File: config.mk
export PLATFORM = sky130hd
export DESIGN_NAME = mem_access_ctrl_flat
export DESIGN_NICKNAME = d
export VERILOG_FILES = /design/src/rtl/mem_access_ctrl_pkg.sv /design/src/rtl/mem_access_ctrl_if.sv /design/src/rtl/mem_access_ctrl_be_gen.sv /design/src/rtl/mem_access_ctrl.sv /design/src/flat_wrapper.sv
export SDC_FILE = /design/constraint.sdc
export NUM_CORES = 1
export LEC_CHECK = 0
export BUFFER_PORTS_ARGS = -buffer_cell sky130_fd_sc_hd__buf_2
export CORE_MARGIN = 3
export CORE_UTILIZATION = 43
export DETAILED_ROUTE_END_ITERATION = 6
export GPL_TIMING_DRIVEN = 0
export MAX_ROUTING_LAYER = met4
export PLACE_DENSITY = 0.78
export SLEW_MARGIN = 25
export SYNTH_ARGS = -nofsm -noshare
export SYNTH_HDL_FRONTEND = slang
export SYNTH_SLANG_ARGS = --single-unit
File: constraint.sdc
create_clock -name clk -period 1.9 [get_ports clk]
set_input_delay 0.095 -clock clk [delete_from_list [all_inputs] [get_ports clk]]
set_output_delay 0.095 -clock clk [all_outputs]
set_load 0.01 [all_outputs]
File: src/rtl/mem_access_ctrl_pkg.sv
// Shared definitions for the MEM-stage access sequencer: widths, load/store
// opcodes (instruction[31:26]), FSM state encoding, lane payload struct and
// opcode classification helpers.
package mem_access_ctrl_pkg;

  localparam int unsigned DW  = 32;
  localparam int unsigned OPW = 6;
  localparam int unsigned BEW = 4;

  localparam logic [OPW-1:0] O_LB  = 6'h20;
  localparam logic [OPW-1:0] O_LH  = 6'h21;
  localparam logic [OPW-1:0] O_LW  = 6'h23;
  localparam logic [OPW-1:0] O_LBU = 6'h24;
  localparam logic [OPW-1:0] O_LHU = 6'h25;
  localparam logic [OPW-1:0] O_SB  = 6'h28;
  localparam logic [OPW-1:0] O_SH  = 6'h29;
  localparam logic [OPW-1:0] O_SW  = 6'h2B;

  typedef enum logic [2:0] {
    S_IDLE  = 3'd0,
    S_REQ   = 3'd1,
    S_EXT   = 3'd2,
    S_DONE  = 3'd3,
    S_FAULT = 3'd4
  } state_e;

  // Byte lanes, lane-replicated store data and alignment verdict for one access
  typedef struct packed {
    logic [BEW-1:0] be;
    logic [DW-1:0]  wdata;
    logic           misaligned;
  } lane_t;

  function automatic logic is_load(input logic [OPW-1:0] op);
    return (op == O_LB) || (op == O_LH) || (op == O_LW) ||
           (op == O_LBU) || (op == O_LHU);
  endfunction

  function automatic logic is_store(input logic [OPW-1:0] op);
    return (op == O_SB) || (op == O_SH) || (op == O_SW);
  endfunction

endpackage

File: src/rtl/mem_access_ctrl_if.sv
// Data-memory request/acknowledge bus.
//   master (sequencer): drives mem_req, mem_we, mem_addr, mem_be, mem_wdata
//   slave  (memory)   : drives mem_rdata, mem_ack
interface mem_access_ctrl_if
  import mem_access_ctrl_pkg::*;
#(
  parameter int unsigned AW = 32
);
  logic           mem_req;
  logic           mem_we;
  logic [AW-1:0]  mem_addr;
  logic [BEW-1:0] mem_be;
  logic [DW-1:0]  mem_wdata;
  logic [DW-1:0]  mem_rdata;
  logic           mem_ack;

  modport master (
    output mem_req, mem_we, mem_addr, mem_be, mem_wdata,
    input  mem_rdata, mem_ack
  );

  modport slave (
    input  mem_req, mem_we, mem_addr, mem_be, mem_wdata,
    output mem_rdata, mem_ack
  );
endinterface

File: src/rtl/mem_access_ctrl_be_gen.sv
// Combinational lane generator.
//   i_opcode  : load/store opcode
//   i_addr_lo : byte offset within the word
//   i_wdata   : store source register
//   o_lane_c  : byte enables, replicated store data, misalignment flag
module mem_access_ctrl_be_gen
  import mem_access_ctrl_pkg::*;
(
  input  logic [OPW-1:0] i_opcode,
  input  logic [1:0]     i_addr_lo,
  input  logic [DW-1:0]  i_wdata,
  output lane_t          o_lane_c
);

  always_comb begin
    o_lane_c = '0;
    case (i_opcode)
      O_LB, O_LBU, O_SB: begin
        o_lane_c.be    = BEW'(4'b0001 << i_addr_lo);
        o_lane_c.wdata = {4{i_wdata[7:0]}};
      end
      O_LH, O_LHU, O_SH: begin
        o_lane_c.be         = i_addr_lo[1] ? 4'b1100 : 4'b0011;
        o_lane_c.wdata      = {2{i_wdata[15:0]}};
        o_lane_c.misaligned = i_addr_lo[0];
      end
      O_LW, O_SW: begin
        o_lane_c.be         = 4'b1111;
        o_lane_c.wdata      = i_wdata;
        o_lane_c.misaligned = |i_addr_lo;
      end
      default: ;
    endcase
  end

endmodule

File: src/rtl/mem_access_ctrl.sv
// MEM-stage load/store sequencer: latches a request, runs the req/ack
// handshake, routes the raw load word through the external extender and
// reports completion / address errors / bus timeouts as one-cycle pulses.
//   clk, rst_n       : clock, async active-low reset
//   i_start          : request strobe (accepted only in IDLE)
//   i_opcode/i_addr/i_wdata : access description
//   mem              : data-memory bus (master side)
//   o_ext_* / i_ext_dout : load data extender hookup
//   o_ld_data        : extended load result, held until next load
//   o_busy, o_done, o_adel, o_ades, o_buserr : status to control unit
module mem_access_ctrl
  import mem_access_ctrl_pkg::*;
#(
  parameter int unsigned TIMEOUT = 255,
  parameter int unsigned AW      = 32
)(
  input  logic                clk,
  input  logic                rst_n,
  input  logic                i_start,
  input  logic [OPW-1:0]      i_opcode,
  input  logic [AW-1:0]       i_addr,
  input  logic [DW-1:0]       i_wdata,
  mem_access_ctrl_if.master   mem,
  output logic [OPW-1:0]      o_ext_opcode,
  output logic [BEW-1:0]      o_ext_be,
  output logic [DW-1:0]       o_ext_din,
  input  logic [DW-1:0]       i_ext_dout,
  output logic [DW-1:0]       o_ld_data,
  output logic                o_busy,
  output logic                o_done,
  output logic                o_adel,
  output logic                o_ades,
  output logic                o_buserr
);

  localparam int unsigned CNT_W    = (TIMEOUT > 2) ? $clog2(TIMEOUT) : 1;
  localparam bit          TO_EN    = (TIMEOUT != 0);
  localparam logic [CNT_W-1:0] CNT_LAST = CNT_W'((TIMEOUT == 0) ? 0 : TIMEOUT - 1);

  state_e           r_state, w_state_nxt;
  logic [CNT_W-1:0] r_cnt, w_cnt_nxt;
  lane_t            w_lane;
  logic             w_launch, w_adel_nxt, w_ades_nxt, w_buserr_nxt;

  logic             r_is_load;
  logic             r_mem_req, r_mem_we;
  logic [AW-1:0]    r_mem_addr;
  logic [BEW-1:0]   r_mem_be;
  logic [DW-1:0]    r_mem_wdata;
  logic [OPW-1:0]   r_ext_opcode;
  logic [BEW-1:0]   r_ext_be;
  logic [DW-1:0]    r_ext_din, r_ld_data;
  logic             r_busy, r_done, r_adel, r_ades, r_buserr;

  mem_access_ctrl_be_gen u_be_gen (
    .i_opcode  (i_opcode),
    .i_addr_lo (i_addr[1:0]),
    .i_wdata   (i_wdata),
    .o_lane_c  (w_lane)
  );

  // State and timeout counter register
  always_ff @(posedge clk or negedge rst_n) begin
    if (!rst_n) begin
      r_state <= S_IDLE;
      r_cnt   <= '0;
    end else begin
      r_state <= w_state_nxt;
      r_cnt   <= w_cnt_nxt;
    end
  end

  // Next-state, launch and fault-cause decode
  always_comb begin
    w_state_nxt  = r_state;
    w_cnt_nxt    = r_cnt;
    w_launch     = 1'b0;
    w_adel_nxt   = 1'b0;
    w_ades_nxt   = 1'b0;
    w_buserr_nxt = 1'b0;
    case (r_state)
      S_IDLE: begin
        if (i_start && (is_load(i_opcode) || is_store(i_opcode))) begin
          w_cnt_nxt = '0;
          if (w_lane.misaligned) begin
            w_state_nxt = S_FAULT;
            w_adel_nxt  = is_load(i_opcode);
            w_ades_nxt  = is_store(i_opcode);
          end else begin
            w_state_nxt = S_REQ;
            w_launch    = 1'b1;
          end
        end
      end
      S_REQ: begin
        // An ack arriving on the expiry cycle still completes the access
        if (mem.mem_ack) begin
          w_state_nxt = r_is_load ? S_EXT : S_DONE;
        end else if (TO_EN && (r_cnt == CNT_LAST)) begin
          w_state_nxt  = S_FAULT;
          w_buserr_nxt = 1'b1;
        end else if (TO_EN) begin
          w_cnt_nxt = CNT_W'(r_cnt + 1'b1);
        end
      end
      S_EXT:   w_state_nxt = S_DONE;
      S_DONE:  w_state_nxt = S_IDLE;
      S_FAULT: w_state_nxt = S_IDLE;
      default: w_state_nxt = S_IDLE;
    endcase
  end

  // Registered outputs and access datapath
  always_ff @(posedge clk or negedge rst_n) begin
    if (!rst_n) begin
      r_is_load    <= 1'b0;
      r_mem_req    <= 1'b0;
      r_mem_we     <= 1'b0;
      r_mem_addr   <= '0;
      r_mem_be     <= '0;
      r_mem_wdata  <= '0;
      r_ext_opcode <= '0;
      r_ext_be     <= '0;
      r_ext_din    <= '0;
      r_ld_data    <= '0;
      r_busy       <= 1'b0;
      r_done       <= 1'b0;
      r_adel       <= 1'b0;
      r_ades       <= 1'b0;
      r_buserr     <= 1'b0;
    end else begin
      r_mem_req <= (w_state_nxt == S_REQ);
      r_busy    <= (w_state_nxt != S_IDLE);
      r_done    <= (w_state_nxt == S_DONE) || (w_state_nxt == S_FAULT);
      r_adel    <= w_adel_nxt;
      r_ades    <= w_ades_nxt;
      r_buserr  <= w_buserr_nxt;
      if (w_launch) begin
        r_is_load   <= is_load(i_opcode);
        r_mem_we    <= is_store(i_opcode);
        r_mem_addr  <= {i_addr[AW-1:2], 2'b00};
        r_mem_be    <= w_lane.be;
        r_mem_wdata <= w_lane.wdata;
        // Extender controls only move on loads so ld_data stays coherent
        if (is_load(i_opcode)) begin
          r_ext_opcode <= i_opcode;
          r_ext_be     <= w_lane.be;
        end
      end
      if ((r_state == S_REQ) && mem.mem_ack && r_is_load) begin
        r_ext_din <= mem.mem_rdata;
      end
      if (r_state == S_EXT) begin
        r_ld_data <= i_ext_dout;
      end
    end
  end

  assign mem.mem_req   = r_mem_req;
  assign mem.mem_we    = r_mem_we;
  assign mem.mem_addr  = r_mem_addr;
  assign mem.mem_be    = r_mem_be;
  assign mem.mem_wdata = r_mem_wdata;
  assign o_ext_opcode  = r_ext_opcode;
  assign o_ext_be      = r_ext_be;
  assign o_ext_din     = r_ext_din;
  assign o_ld_data     = r_ld_data;
  assign o_busy        = r_busy;
  assign o_done        = r_done;
  assign o_adel        = r_adel;
  assign o_ades        = r_ades;
  assign o_buserr      = r_buserr;

endmodule

File: src/flat_wrapper.sv
// flat-port wrapper written by rule: the top's interface ports become plain ports
module mem_access_ctrl_flat import mem_access_ctrl_pkg::*;
#(
  parameter int unsigned TIMEOUT = 255,
  parameter int unsigned AW      = 32
)
  (clk, rst_n, i_start, i_opcode, i_addr, i_wdata, o_ext_opcode, o_ext_be, o_ext_din, i_ext_dout, o_ld_data, o_busy, o_done, o_adel, o_ades, o_buserr, mem_mem_req, mem_mem_we, mem_mem_addr, mem_mem_be, mem_mem_wdata, mem_mem_rdata, mem_mem_ack);
  mem_access_ctrl_if #(.AW(AW)) mem_i ();
  input  logic clk;
  input  logic rst_n;
  input  logic i_start;
  input  logic [OPW-1:0] i_opcode;
  input  logic [AW-1:0] i_addr;
  input  logic [DW-1:0] i_wdata;
  output logic [OPW-1:0] o_ext_opcode;
  output logic [BEW-1:0] o_ext_be;
  output logic [DW-1:0] o_ext_din;
  input  logic [DW-1:0] i_ext_dout;
  output logic [DW-1:0] o_ld_data;
  output logic o_busy;
  output logic o_done;
  output logic o_adel;
  output logic o_ades;
  output logic o_buserr;
  output wire logic [$bits(mem_i.mem_req)-1:0] mem_mem_req;
  output wire logic [$bits(mem_i.mem_we)-1:0] mem_mem_we;
  output wire logic [$bits(mem_i.mem_addr)-1:0] mem_mem_addr;
  output wire logic [$bits(mem_i.mem_be)-1:0] mem_mem_be;
  output wire logic [$bits(mem_i.mem_wdata)-1:0] mem_mem_wdata;
  input wire logic [$bits(mem_i.mem_rdata)-1:0] mem_mem_rdata;
  input wire logic [$bits(mem_i.mem_ack)-1:0] mem_mem_ack;
  assign mem_mem_req = mem_i.mem_req;
  assign mem_mem_we = mem_i.mem_we;
  assign mem_mem_addr = mem_i.mem_addr;
  assign mem_mem_be = mem_i.mem_be;
  assign mem_mem_wdata = mem_i.mem_wdata;
  assign mem_i.mem_rdata = mem_mem_rdata;
  assign mem_i.mem_ack = mem_mem_ack;
  mem_access_ctrl #(.TIMEOUT(TIMEOUT), .AW(AW)) u_core (.clk(clk), .rst_n(rst_n), .i_start(i_start), .i_opcode(i_opcode), .i_addr(i_addr), .i_wdata(i_wdata), .mem(mem_i), .o_ext_opcode(o_ext_opcode), .o_ext_be(o_ext_be), .o_ext_din(o_ext_din), .i_ext_dout(i_ext_dout), .o_ld_data(o_ld_data), .o_busy(o_busy), .o_done(o_done), .o_adel(o_adel), .o_ades(o_ades), .o_buserr(o_buserr));
endmodule
# Word level (Yosys, flattened, before mapping)
# Cells that the tools add are included.
[op_classes]
addsub = 1
shift = 1
eq_ne = 17
n_mux = 25
reduce_logical = 20
[op_table]
columns = ["operator", "count"]
rows = [
  ["$pmux 36 s3", 1],
  ["$eq 6x6->1 const B", 8],
  ["$mux 8", 3],
  ["$pmux 8 s2", 1],
  ["$mux 1", 13],
  ["$mux 3", 4],
  ["$pmux 3 s3", 1],
  ["$add 8x1->8 const B", 1],
  ["$eq 8x8->1 const B", 1],
  ["$logic_or 1x1->1", 8],
  ["$eq 3x1->1 const B", 2],
  ["$eq 3x2->1 const B", 2],
  ["$reduce_or 3->1", 2],
  ["$mux 4", 1],
  ["$ne 2x2->1 const B", 2],
  ["$reduce_and 4->1", 1],
  ["$reduce_or 2->1", 2],
  ["$shl 1x2->4 const A", 1],
  ["$eq 3x3->1 const B", 1],
  ["$logic_and 1x1->1", 3],
  ["$logic_not 3->1", 1],
  ["$reduce_bool 3->1", 1],
  ["$ne 2x1->1 const B", 1],
  ["$pmux 1 s2", 1],
  ["other kinds (2)", 2],
]
[word_totals]
elab_cells = 81
register_bits = 159
in_bits = 138

# Longest topological paths before layout
# Gate-level depths: netlist (run 1).
[logic_depth]
word_depth = 11
mapped_depth = 7
ltp_nobuf = 6

# By module
# Synthesis (run 1) repeated with hierarchy kept, for this count alone.
[unflattened]
cells_unflattened = 481
hier_area_um2 = 6799.0
[modules_own_cells]
columns = ["module", "instances", "area_per_inst_um2", "cells_each"]
rows = [
  ["mem_access_ctrl", 1, 6117.1, 387],
  ["mem_access_ctrl_be_gen", 1, 681.9, 94],
]

# Worst setup path before layout (run 1)
# No wires, ideal clock.
[synth_path]
path_type = "register -> register"
startpoint = "register u_core.r_state[2]"
endpoint = "register u_core.r_ext_be[0] (netlist: u_core.o_ext_be[0])"
n_path_buf = 3
arrival_ns = 1.886
setup_slack_ns = -0.111
path_stages_with_launch = 8
required_ns = 1.775
path_cell_list = "dfrtp_1 > buf_6 > or4b_4 > a211oi_4 > buf_6 > nand3_4 > buf_6 > mux2_4"
[synth_via]
elab_chain_len = 3
[synth_lines]
columns = ["element", "line", "text"]
rows = [
  ["from (decl)", "mem_access_ctrl.sv:40", "state_e r_state, w_state_nxt;"],
  ["from (signal assigned)", "mem_access_ctrl.sv:68", "r_state <= w_state_nxt;"],
  ["$logic_not 3->1", "mem_access_ctrl.sv:81", "case (r_state)"],
  ["$mux 1", "mem_access_ctrl.sv:81", ""],
  ["$reduce_and 2->1 (no line)", "n/a", ""],
  ["to (signal assigned)", "mem_access_ctrl.sv:147", "r_ext_be <= w_lane.be;"],
  ["to (decl)", "mem_access_ctrl.sv:51", "logic [BEW-1:0] r_ext_be;"],
]
# No other way between the ends.
# A chain may end at the register's enable or synchronous reset.

# Worst setup path after layout (run 1)
[layout_path]
startpoint = "register u_core.r_state[0]"
endpoint = "register u_core.r_ext_be[1] (netlist: u_core.o_ext_be[1])"
# Same word-level chain as after synthesis.

==> results of run 1 <==
-- kinds of logic (layout without fill, tap and decap cells) --
logic type                 after synthesis  in the layout  share of synthesized area, %
DFF                                    159            159                          59.6
muxes                                  138            138                          23.4
AOI/OAI and AO/OA                       60             60                          7.38
and+or+nand+nor                         59             59                          5.52
buffers and inverters                   32            461                          3.01
xor gates and xnor gates                 5              5                         0.655
adders and majority gates                2              2                         0.374
other                                    1              3                        0.0561
-- registers in the layout (all words and copies together) (netlist names), 3 cells and up --
name and flops:
u_core.mem.mem_wdata 32, u_core.o_ext_din 32, u_core.o_ld_data 32, u_core.mem.mem_addr 30, u_core.r_cnt 8, u_core.o_ext_opcode 6
u_core.mem.mem_be 4, u_core.o_ext_be 4, u_core.r_state 3
-- worst paths after layout --
check                                            start                       end  slack (ps)  depth (start not counted)
worst max-delay path                 u_core.r_state[0]        u_core.o_ext_be[1]        -120                          6
min in group asynchronous                        rst_n  u_core.mem.mem_wdata[16]         190                          2
worst max register to register       u_core.r_state[0]        u_core.o_ext_be[1]        -120                          6
max in group asynchronous                        rst_n         u_core.r_state[2]         850                          3
worst min register to register  u_core.o_ext_opcode[5]    u_core.o_ext_opcode[5]         470                          1
worst min-delay path                       i_wdata[30]  u_core.mem.mem_wdata[30]           8                          3
-- through the flow --
| step | instances | power, W |
|---|---|---|
| floorplan | 457 | 0.00698 |
| global placement | 923 | 0.00842 |
| detailed placement | 924 | 0.00860 |
| CTS | 1064 | 0.0123 |
| global route | 1070 | 0.0130 |
| finish | 1071 | 0.0123 |
-- final cells by class --
class | instances | area (µm²)
fillers | 1001 | 4560
clock inverters | 12 | 124
repair buffers | 399 | 2620
clock buffers | 20 | 467
plain buffers | 25 | 258
flip-flops and latches | 159 | 3980
multi-input cells | 266 | 2610
inverters | 5 | 18.8
diodes | 1 | 2.50
well taps | 184 | 230
-- critical path: cells and delay by family, from the launching register on --
kind            cells  cell delay [ps]
compound gates      1              240
buf+inv             2              340
flops               1              380
mux                 1              290
simple gates        2              640
-- power groups by stage --
stage / logic, W / registers (W) / clock network (W)
after floorplan: 0.00147 / 0.00550 / 0
after global placement: 0.00345 / 0.00497 / 0
after detailed placement: 0.00355 / 0.00505 / 0
after CTS: 0.00386 / 0.00499 / 0.00344
after global routing: 0.00425 / 0.00514 / 0.00358
final: 0.00394 / 0.00502 / 0.00339
-- layout by cell type (no fill, tap or decap), types with 6 or more instances in the layout --
| cell type | count |
|---|---|
| buf_2 | 282 |
| dfrtp_1 | 158 |
| mux2_2 | 114 |
| dlygate4sd3_1 | 95 |
| buf_4 | 19 |
| clkbuf_16 | 18 |
| a22o_1 | 16 |
| mux2_4 | 16 |
| nand4_1 | 10 |
| a21bo_2 | 9 |
| mux2i_1 | 8 |
| o2bb2ai_1 | 8 |
| nor2_1 | 7 |
| nand2b_1 | 6 |
| o21ai_0 | 6 |
| buf_12 | 6 |
-- routing by layer --
metal  global-route usage (%)  vias to the layer above
met2                     41.0                      253
met1                     26.5                     2750
met5                        -                        -
met4                     9.50                        0
met3                     5.73                       60
li1                         -                     2507
-- timing repair --
item,CTS,global route
resized for setup,30,23
setup buffers,14,6
pin swaps,9,4
setup endpoints to repair,146,137
hold buffers,95,0
gates cloned,1,0
hold endpoints to repair,164,0
==> reports/results.tsv, run 1 <==
metric	value	unit
chip width	131	µm
routability congestion estimate	0.794	
remaining antenna violation count after routing	0	
CP cell instances	or4b_4 -> a211oi_4 -> buf_6 -> nand3_4 -> buf_8 -> mux2_4	
RSZ-0062 raised after global routing	yes	
DR DRC count	0	
Rel. slew slack	30.0	%
worst vdd ir	0.000720	V
P per Cell Area	1200	nW/µm²
Gate power share	31.9	%
design area	10300	µm²
library cells used by synthesis	54	
DIE AREA	17100	µm²
initial antenna violation count	0	
routed wire length	20.3	mm
Final Skew	10.5	ps
Final Worst Setup Slack	-122	ps
Max Used Layer	met4	
Area contributors post-synth	dfrtp_1, mux2_2, a22o_1	
Post-synth ARST share	100	%
worst endpoint data arrival time	2330	ps
htree depth	4	
area fraction of the dominant cell type after synthesis	59.6	%
cell area after synthesis	6680	µm²
Syn Area/Cell	14.7	µm²
DR iter-0 viols	263	
fin nets	1013	
Yosys top cell by area	dfrtp_1	
WL met1	7.71	mm
port bufs	282	
vias in the first global route	5757	
critical path class	reg2reg	
Crit-path slowest cell	or4b_4	
met2 WL	10.5	mm
final core utilization	69.3	%
global-route wire length before repair	29.9	mm
ys flop type	dfrtp_1	
final hold slack	8.09	ps
final hold violations	0	
maximum clock frequency	495	MHz
Least-Margin Pin Slew	1040	ps
count leader, synth	dfrtp_1	
Startpoint Class	register	
synth warn	0	
dpl cell area	8400	µm²
failing checks	setup timing	
post-DR wirelength/cell	19.0	µm
Num CTS Buffers	17	
DR vias/cell	5.20	
clock buffer depth	2	
FF+latch count, synth	159	
core area	14900	µm²
clk sinks	159	
drt first pass iters	4	
Starting Density	44.9	%
insertion delay to the later sink of the worst-skew pair	430	ps
Final Critical Period	2020	ps
net load switching power	0.00385	W
wire length on met3	1.40	mm
maxcap violations	0	
Place WS	-477	ps
grt ovf	0	
proportion of layout cells with a drive suffix above 1	57.8	%
Root Buffer	clkbuf_16	
Pint	0.00849	W
leakage power	5.38	nW
vias post-DR	5570	
register area share after synthesis	59.6	%
number of synthesized flops with an enable pin	0	
Setup violations, final	76	
Max Slew Vio Count	0	
Rows	44	
Sequential Power Share	40.7	%
switch share	31.2	%
setup TNS	-5930	ps
Post-synth top cells	dfrtp_1, mux2_2, a22o_1	
CTS tree	built	
Syn Inst Count	456	
Worst-path clk slew	60	ps
Max FO, Critical Path	9	
status	complete, but fails checks	
Largest stage delay, worst path	560	ps
Area growth syn-to-layout	54.2	%
worst path required time	2200	ps
Clock power frac	27.5	%
Final Cycle Share	106	%
CP endpoint kind	register	
io pins	287	
largest net degree at the start of global routing	90	
Global Route Usage Sum	23.8	%
HP Class	in2reg	
die height	131	µm
DP Wirelength	13.2	mm
Note: power is estimated with default switching activity, not from simulation.
==> run 2, diff against run 1 <==
--- a/config.mk
+++ b/config.mk
@@ -5,7 +5,7 @@
 export SDC_FILE = /design/constraint.sdc
 export NUM_CORES = 1
 export LEC_CHECK = 0
-export BUFFER_PORTS_ARGS = -buffer_cell sky130_fd_sc_hd__buf_2
+export BUFFER_PORTS_ARGS = -buffer_cell sky130_fd_sc_hd__buf_4
 export CORE_MARGIN = 3
 export CORE_UTILIZATION = 43
 export DETAILED_ROUTE_END_ITERATION = 6
==> run 2 against run 1 <==
The flow still finishes with violations (setup timing). Combinational power increased by 15%. Wire length grew 1.2%. Sequential power increased by 1%. Sequential share of layout area decreased by 2.2 points. Count of clock-buffer cells in the layout did not move. First-iteration DRC count fell by 8.0%. Utilization increased by 4.1 points. Critical path type unchanged. Critical endpoint is now u_core.mem.mem_addr[25]. Largest cell class unchanged.
==> reports/results.tsv, run 2 (same netlist as run 1, synthesis figures left out) <==
metric	value	unit	change
Setup violations, final	75		was 76
vias in the first global route	5820		was 5757
DP Wirelength	13.9	mm	was 13.2 mm
global-route wire length before repair	30.5	mm	was 29.9 mm
initial antenna violation count	0		unchanged
Register Area	3980	µm²	about the same
largest net degree at the start of global routing	85		was 90
dpl cell area	9100	µm²	was 8400 µm²
worst path required time	2200	ps	about the same
HP Class	in2reg		unchanged
Largest stage delay, worst path	540	ps	was 560 ps
DR vias/cell	5.17		was 5.20
wire length on met3	1.27	mm	was 1.40 mm
Clock power frac	26.2	%	was 27.5%
leakage power	5.50	nW	was 5.38 nW
design area	10900	µm²	was 10300 µm²
remaining antenna violation count after routing	0		unchanged
crit path buf inv count	2		unchanged
FILL cells	941		was 1001
setup TNS	-5530	ps	was -5930 ps
Startpoint Class	register		unchanged
proportion of layout cells with a drive suffix above 1	57.3	%	was 57.8%
Ant. Diodes	0		was 1
routability congestion estimate	0.785		was 0.794
DR iter-0 viols	242		was 263
grt ovf	0		unchanged
Crit-path slowest cell	or4b_4		unchanged
Max FO, Critical Path	10		was 9
port bufs	282		unchanged
Starting Density	44.9	%	unchanged
routed wire length	20.6	mm	was 20.3 mm
Power Total	0.0130	W	was 0.0123 W
critical path class	reg2reg		unchanged
WL met1	7.94	mm	was 7.71 mm
DIE AREA	17100	µm²	unchanged
Root Buffer	clkbuf_16		unchanged
net load switching power	0.00378	W	was 0.00385 W
CTS tree	built		unchanged
CP endpoint kind	register		unchanged
RSZ-0062 raised after global routing	yes		unchanged
worst endpoint data arrival time	2310	ps	was 2330 ps
met2 WL	10.7	mm	was 10.5 mm
CP cell instances	or4b_4 -> a211oi_4 -> buf_4 -> nand2_4 -> buf_6 -> mux2_4		was or4b_4 -> a211oi_4 -> buf_6 -> nand3_4 -> buf_8 -> mux2_4
failing checks	setup timing		unchanged
clk sinks	159		unchanged
post-DR wirelength/cell	19.3	µm	was 19.0 µm
Multi-input gate area	2620	µm²	was 2610 µm²
insertion delay to the later sink of the worst-skew pair	420	ps	was 430 ps
Rel. slew slack	41.4	%	was 30.0%
switch share	29.1	%	was 31.2%
Rows	44		unchanged
die height	131	µm	unchanged
Final Skew	11.8	ps	was 10.5 ps
Final Worst Setup Slack	-106	ps	was -122 ps
maxcap violations	0		unchanged
Max Used Layer	met4		unchanged
Place WS	-470	ps	was -477 ps
final hold violations	0		unchanged
htree depth	4		unchanged
CP top delay family	simple AND/OR/NAND/NOR gates		unchanged
status	complete, but fails checks		unchanged
maximum clock frequency	498	MHz	was 495 MHz
core area	14900	µm²	unchanged
Sequential Power Share	39.0	%	was 40.7%
Final Critical Period	2010	ps	was 2020 ps
Gate power share	34.8	%	was 31.9%
Global Route Usage Sum	23.9	%	was 23.8%
fin nets	1010		was 1013
worst vdd ir	0.000796	V	was 0.000720 V
final hold slack	18.2	ps	was 8.09 ps
Final Cycle Share	106	%	about the same
Worst-path clk slew	60	ps	about the same
vias post-DR	5511		was 5570
Pint	0.00921	W	was 0.00849 W
drt first pass iters	5		was 4
Least-Margin Pin Slew	876	ps	was 1040 ps
P per Cell Area	1190	nW/µm²	was 1200 nW/µm²
io pins	287		unchanged
chip width	131	µm	unchanged
most frequent cells in the layout	buf_4, dfrtp_1, mux2_2		was buf_2, dfrtp_1, mux2_2
Num CTS Buffers	17		unchanged
leading cell type in the layout, fill and taps excluded	buf_4		was buf_2
Max Slew Vio Count	0		unchanged
Area growth syn-to-layout	63.4	%	was 54.2%
clock buffer depth	2		unchanged
DR DRC count	0		unchanged
[run 2: routing by layer]
layer / global-route usage [%] / vias to the layer above
met5: - / -
met4: 10.4 / 0
met3: 4.96 / 57
met2: 40.9 / 231
met1: 27.2 / 2733
li1: - / 2490
[run 2: path summary, 6_finish.rpt]
check | start | end | slack (ps) | cells past startpoint
setup / recovery | u_core.r_state[1] | u_core.mem.mem_addr[25] | -110 | 6
setup reg to reg | u_core.r_state[1] | u_core.mem.mem_addr[25] | -110 | 6
hold / removal | i_wdata[25] | u_core.mem.mem_wdata[25] | 20 | 3
min in group asynchronous | rst_n | u_core.mem.mem_wdata[20] | 250 | 2
hold reg to reg | u_core.mem.mem_wdata[4] | u_core.mem.mem_wdata[4] | 490 | 1
max in group asynchronous | rst_n | u_core.o_ld_data[24] | 850 | 3
[run 2: cell type report]
class | instances | share of cell area, %
multi-input combinational | 266 | 24.0
sequential | 159 | 36.5
clock buffer | 20 | 4.09
timing repair buffer | 396 | 30.1
buffer | 25 | 1.77
inverter | 5 | 0.172
tap | 184 | 2.11
clock inverter | 10 | 1.28
[run 2: power by group through the flow]
stage | Combinational, W | Clock (W) | Sequential [W]
CTS | 0.00443 | 0.00346 | 0.00505
global placement | 0.00407 | 0 | 0.00503
global route | 0.00483 | 0.00358 | 0.00520
floorplan | 0.00147 | 0 | 0.00550
detailed placement | 0.00419 | 0 | 0.00510
finish | 0.00452 | 0.00341 | 0.00507
[run 2: repair_timing]
item / CTS / global route
hold endpoints to repair: 178 / 0
setup endpoints to repair: 144 / 119
gates resized for setup: 17 / 22
cloned: 1 / 0
pin swaps: 3 / 7
setup buffers: 11 / 5
hold buffers: 96 / 0
[run 2: stage by stage]
| stage | util [%] | cells |
|---|---|---|
| 6_report | 73.4 | 1065 |
| 5_1_grt | 73.4 | 1065 |
| 4_1_cts | 72.7 | 1061 |
| 3_5_place_dp | 61.3 | 924 |
| 3_3_place_gp | 61.0 | 923 |
| 2_1_floorplan | - | 457 |
[run 2: worst min-delay path, delay by kind of cell]
kind	cells	cell delay [ps]
AOI/OAI and AO/OA	1	90
buffers and inverters	1	80
muxes	1	140
==> run 3, diff against run 2 <==
--- a/config.mk
+++ b/config.mk
@@ -6,12 +6,14 @@
 export NUM_CORES = 1
 export LEC_CHECK = 0
 export BUFFER_PORTS_ARGS = -buffer_cell sky130_fd_sc_hd__buf_4
+export CELL_PAD_IN_SITES_DETAIL_PLACEMENT = 0
+export CELL_PAD_IN_SITES_GLOBAL_PLACEMENT = 1
 export CORE_MARGIN = 3
-export CORE_UTILIZATION = 43
+export CORE_UTILIZATION = 34
 export DETAILED_ROUTE_END_ITERATION = 6
 export GPL_TIMING_DRIVEN = 0
 export MAX_ROUTING_LAYER = met4
-export PLACE_DENSITY = 0.78
+export PLACE_DENSITY = 0.79
 export SLEW_MARGIN = 25
 export SYNTH_ARGS = -nofsm -noshare
 export SYNTH_HDL_FRONTEND = slang
==> run 3 against run 2 <==
The flow still finishes with violations (setup timing). Clock power down 3%. Worst hold slack better by 7.8 ps. Sequential cell count is the same. Sequential power about the same. Die area grew 25%. Critical path type unchanged. Clock skew is 1.8 ps higher. Wire length grew 2.6%. Largest cell class unchanged. Total power down 0.44%. Utilization is 15 points lower. Fmax decreased by 0.88%. Critical path depth rose by 1. First-iteration DRC count decreased by 11%.
==> reports/results.tsv, run 3 (same netlist as run 1, synthesis figures left out) <==
metric	value	unit	change
status	complete, but fails checks		unchanged
failing checks	setup timing		unchanged
CP cell instances	or4b_4 -> a211oi_4 -> nand2_4 -> buf_12 -> clkbuf_16 -> buf_12 -> a21bo_2		was or4b_4 -> a211oi_4 -> buf_4 -> nand2_4 -> buf_6 -> mux2_4
remaining antenna violation count after routing	0		unchanged
Area growth syn-to-layout	67.6	%	was 63.4%
Final Skew	13.5	ps	was 11.8 ps
post-DR wirelength/cell	18.3	µm	was 19.3 µm
WHS Endpoint	u_core.mem.mem_wdata[29]		was u_core.mem.mem_wdata[25]
worst endpoint data arrival time	2330	ps	was 2310 ps
clock buffer depth	2		unchanged
DP Wirelength	14.4	mm	was 13.9 mm
Register Area	3980	µm²	unchanged
worst path required time	2200	ps	about the same
Worst Min Path Start	i_wdata[29]		was i_wdata[25]
DR vias/cell	4.71		was 5.17
final core utilization	58.9	%	was 73.4%
core area	19000	µm²	was 14900 µm²
proportion of layout cells with a drive suffix above 1	57.5	%	was 57.3%
port bufs	282		unchanged
largest net degree at the start of global routing	84		was 85
Crit-path slowest cell	or4b_4		unchanged
Rel. slew slack	45.4	%	was 41.4%
chip width	146	µm	was 131 µm
drt first pass iters	4		was 5
Final Critical Period	2020	ps	was 2010 ps
Num CTS Buffers	17		unchanged
P per Cell Area	1160	nW/µm²	was 1190 nW/µm²
CP endpoint kind	register		unchanged
Critical path origin	u_core.r_state[1]		unchanged
leading cell type in the layout, fill and taps excluded	buf_4		unchanged
Largest stage delay, worst path	540	ps	about the same
vias post-DR	5437		was 5511
WL met1	8.13	mm	was 7.94 mm
maxcap violations	0		unchanged
most frequent cells in the layout	buf_4, dfrtp_1, mux2_2		unchanged
FILL cells	1513		was 941
crit path buf inv count	3		was 2
Setup violations, final	77		was 75
non-filler cells, final	1155		was 1065
Rows	50		was 44
met2 WL	11.6	mm	was 10.7 mm
leakage power	5.61	nW	was 5.50 nW
global-route wire length before repair	32.8	mm	was 30.5 mm
Final Worst Setup Slack	-124	ps	was -106 ps
WHS Path Cells	3		unchanged
final hold slack	26.0	ps	was 18.2 ps
CTS tree	built		unchanged
final hold violations	0		unchanged
Startpoint Class	register		unchanged
DR DRC count	0		unchanged
Reg2Reg Depth	7		was 6
routed wire length	21.1	mm	was 20.6 mm
DIE AREA	21400	µm²	was 17100 µm²
insertion delay to the later sink of the worst-skew pair	420	ps	about the same
routability congestion estimate	0.798		was 0.785
initial antenna violation count	0		unchanged
Worst-path clk slew	70	ps	was 60 ps
R2R setup slack	-120	ps	was -110 ps
Max Slew Vio Count	0		unchanged
worst vdd ir	0.000720	V	was 0.000796 V
CP top delay family	simple AND/OR/NAND/NOR gates		unchanged
RSZ-0062 raised after global routing	yes		unchanged
placed insts	1000		was 924
Max Used Layer	met4		unchanged
critical path class	reg2reg		unchanged
Root Buffer	clkbuf_16		unchanged
Global Route Usage Sum	19.9	%	was 23.9%
DR iter-0 viols	216		was 242
Starting Density	35.1	%	was 44.9%
reg2reg end	u_core.mem.mem_wdata[5]		was u_core.mem.mem_addr[25]
io pins	287		unchanged
htree depth	4		unchanged
HP Class	in2reg		unchanged
Least-Margin Pin Slew	815	ps	was 876 ps
Multi-input gate area	2610	µm²	was 2620 µm²
vias in the first global route	5916		was 5820
wire length on met3	1.06	mm	was 1.27 mm
clk sinks	159		unchanged
most frequent cell on the critical path	buf_12		
fin nets	1021		was 1010
Final Cycle Share	107	%	was 106%
worst r2r src	u_core.r_state[1]		unchanged
maximum clock frequency	494	MHz	was 498 MHz
grt ovf	0		unchanged
Max FO, Critical Path	7		was 10
die height	146	µm	was 131 µm
[run 3: changes by cell type in the layout (fill, tap and decap cells not counted), moves of 2 or more]
cell / change
clkinv_4: +2
dlygate4sd3_1: +2
clkbuf_16: +3
buf_12: +6
buf_8: +5
mux2_4: +4
buf_6: -4
bufinv_16: -2
inv_6: +6
clkbuf_1: -2
mux2_2: -4
[run 3: stage by stage]
stage	setup WS (ps)	setup TNS (ps)	power, W	cell area, µm²
floorplan	-57.7	-471	0.00698	6720
global placement	-534	-30990	0.00915	9170
detailed placement	-644	-32390	0.00931	9200
CTS	-148	-9300	0.0130	11100
global route	-174	-10840	0.0136	11200
finish	-124	-7090	0.0129	11200
[run 3: cell type report]
class,instances,share of cell area [%]
tap,260,2.90
timing repair buffer,407,30.6
inverter,5,0.168
clock inverter,15,1.33
clock buffer,17,3.80
antenna,1,0.0223
buffer,25,2.39
multi-input combinational,266,23.3
sequential,159,35.5
[run 3: worst max-delay path by stage]
stage	to	slack, ps	cells past startpoint
finish	u_core.mem.mem_wdata[5]	-120	7
global route	u_core.mem.mem_wdata[4]	-170	7
CTS	u_core.o_ext_opcode[1]	-150	7
detailed placement	u_core.o_ext_din[24]	-640	4
global placement	u_core.o_ext_din[27]	-530	4
floorplan	u_core.o_ext_be[0]	-60	7
[run 3: worst min-delay path: stages]
cell and delay (ps):
buf_4 80, o2bb2ai_1 100, mux2_2 140
[run 3: metal layers]
metal  up-vias  GRT usage [%]
met2       179           35.7
met4         0           5.32
met3        20           4.75
met5         -              -
li1       2516              -
met1      2722           22.3
[run 3: power by group]
part,switching [W],leakage [nW],internal (W)
sequential,0.000601,2.06,0.00445
combinational,0.00183,3.27,0.00273
clock,0.00148,0.278,0.00184
total,0.00391,5.61,0.00902
[run 3: repair_timing]
item                                    4_1_cts  5_1_grt
pin swaps                                     9        2
buffers inserted                             18        6
resized for setup                            36       21
hold endpoints to repair                    173        0
gates cloned                                  1        3
endpoints found under the setup margin      144      119
hold buffers                                 98        0
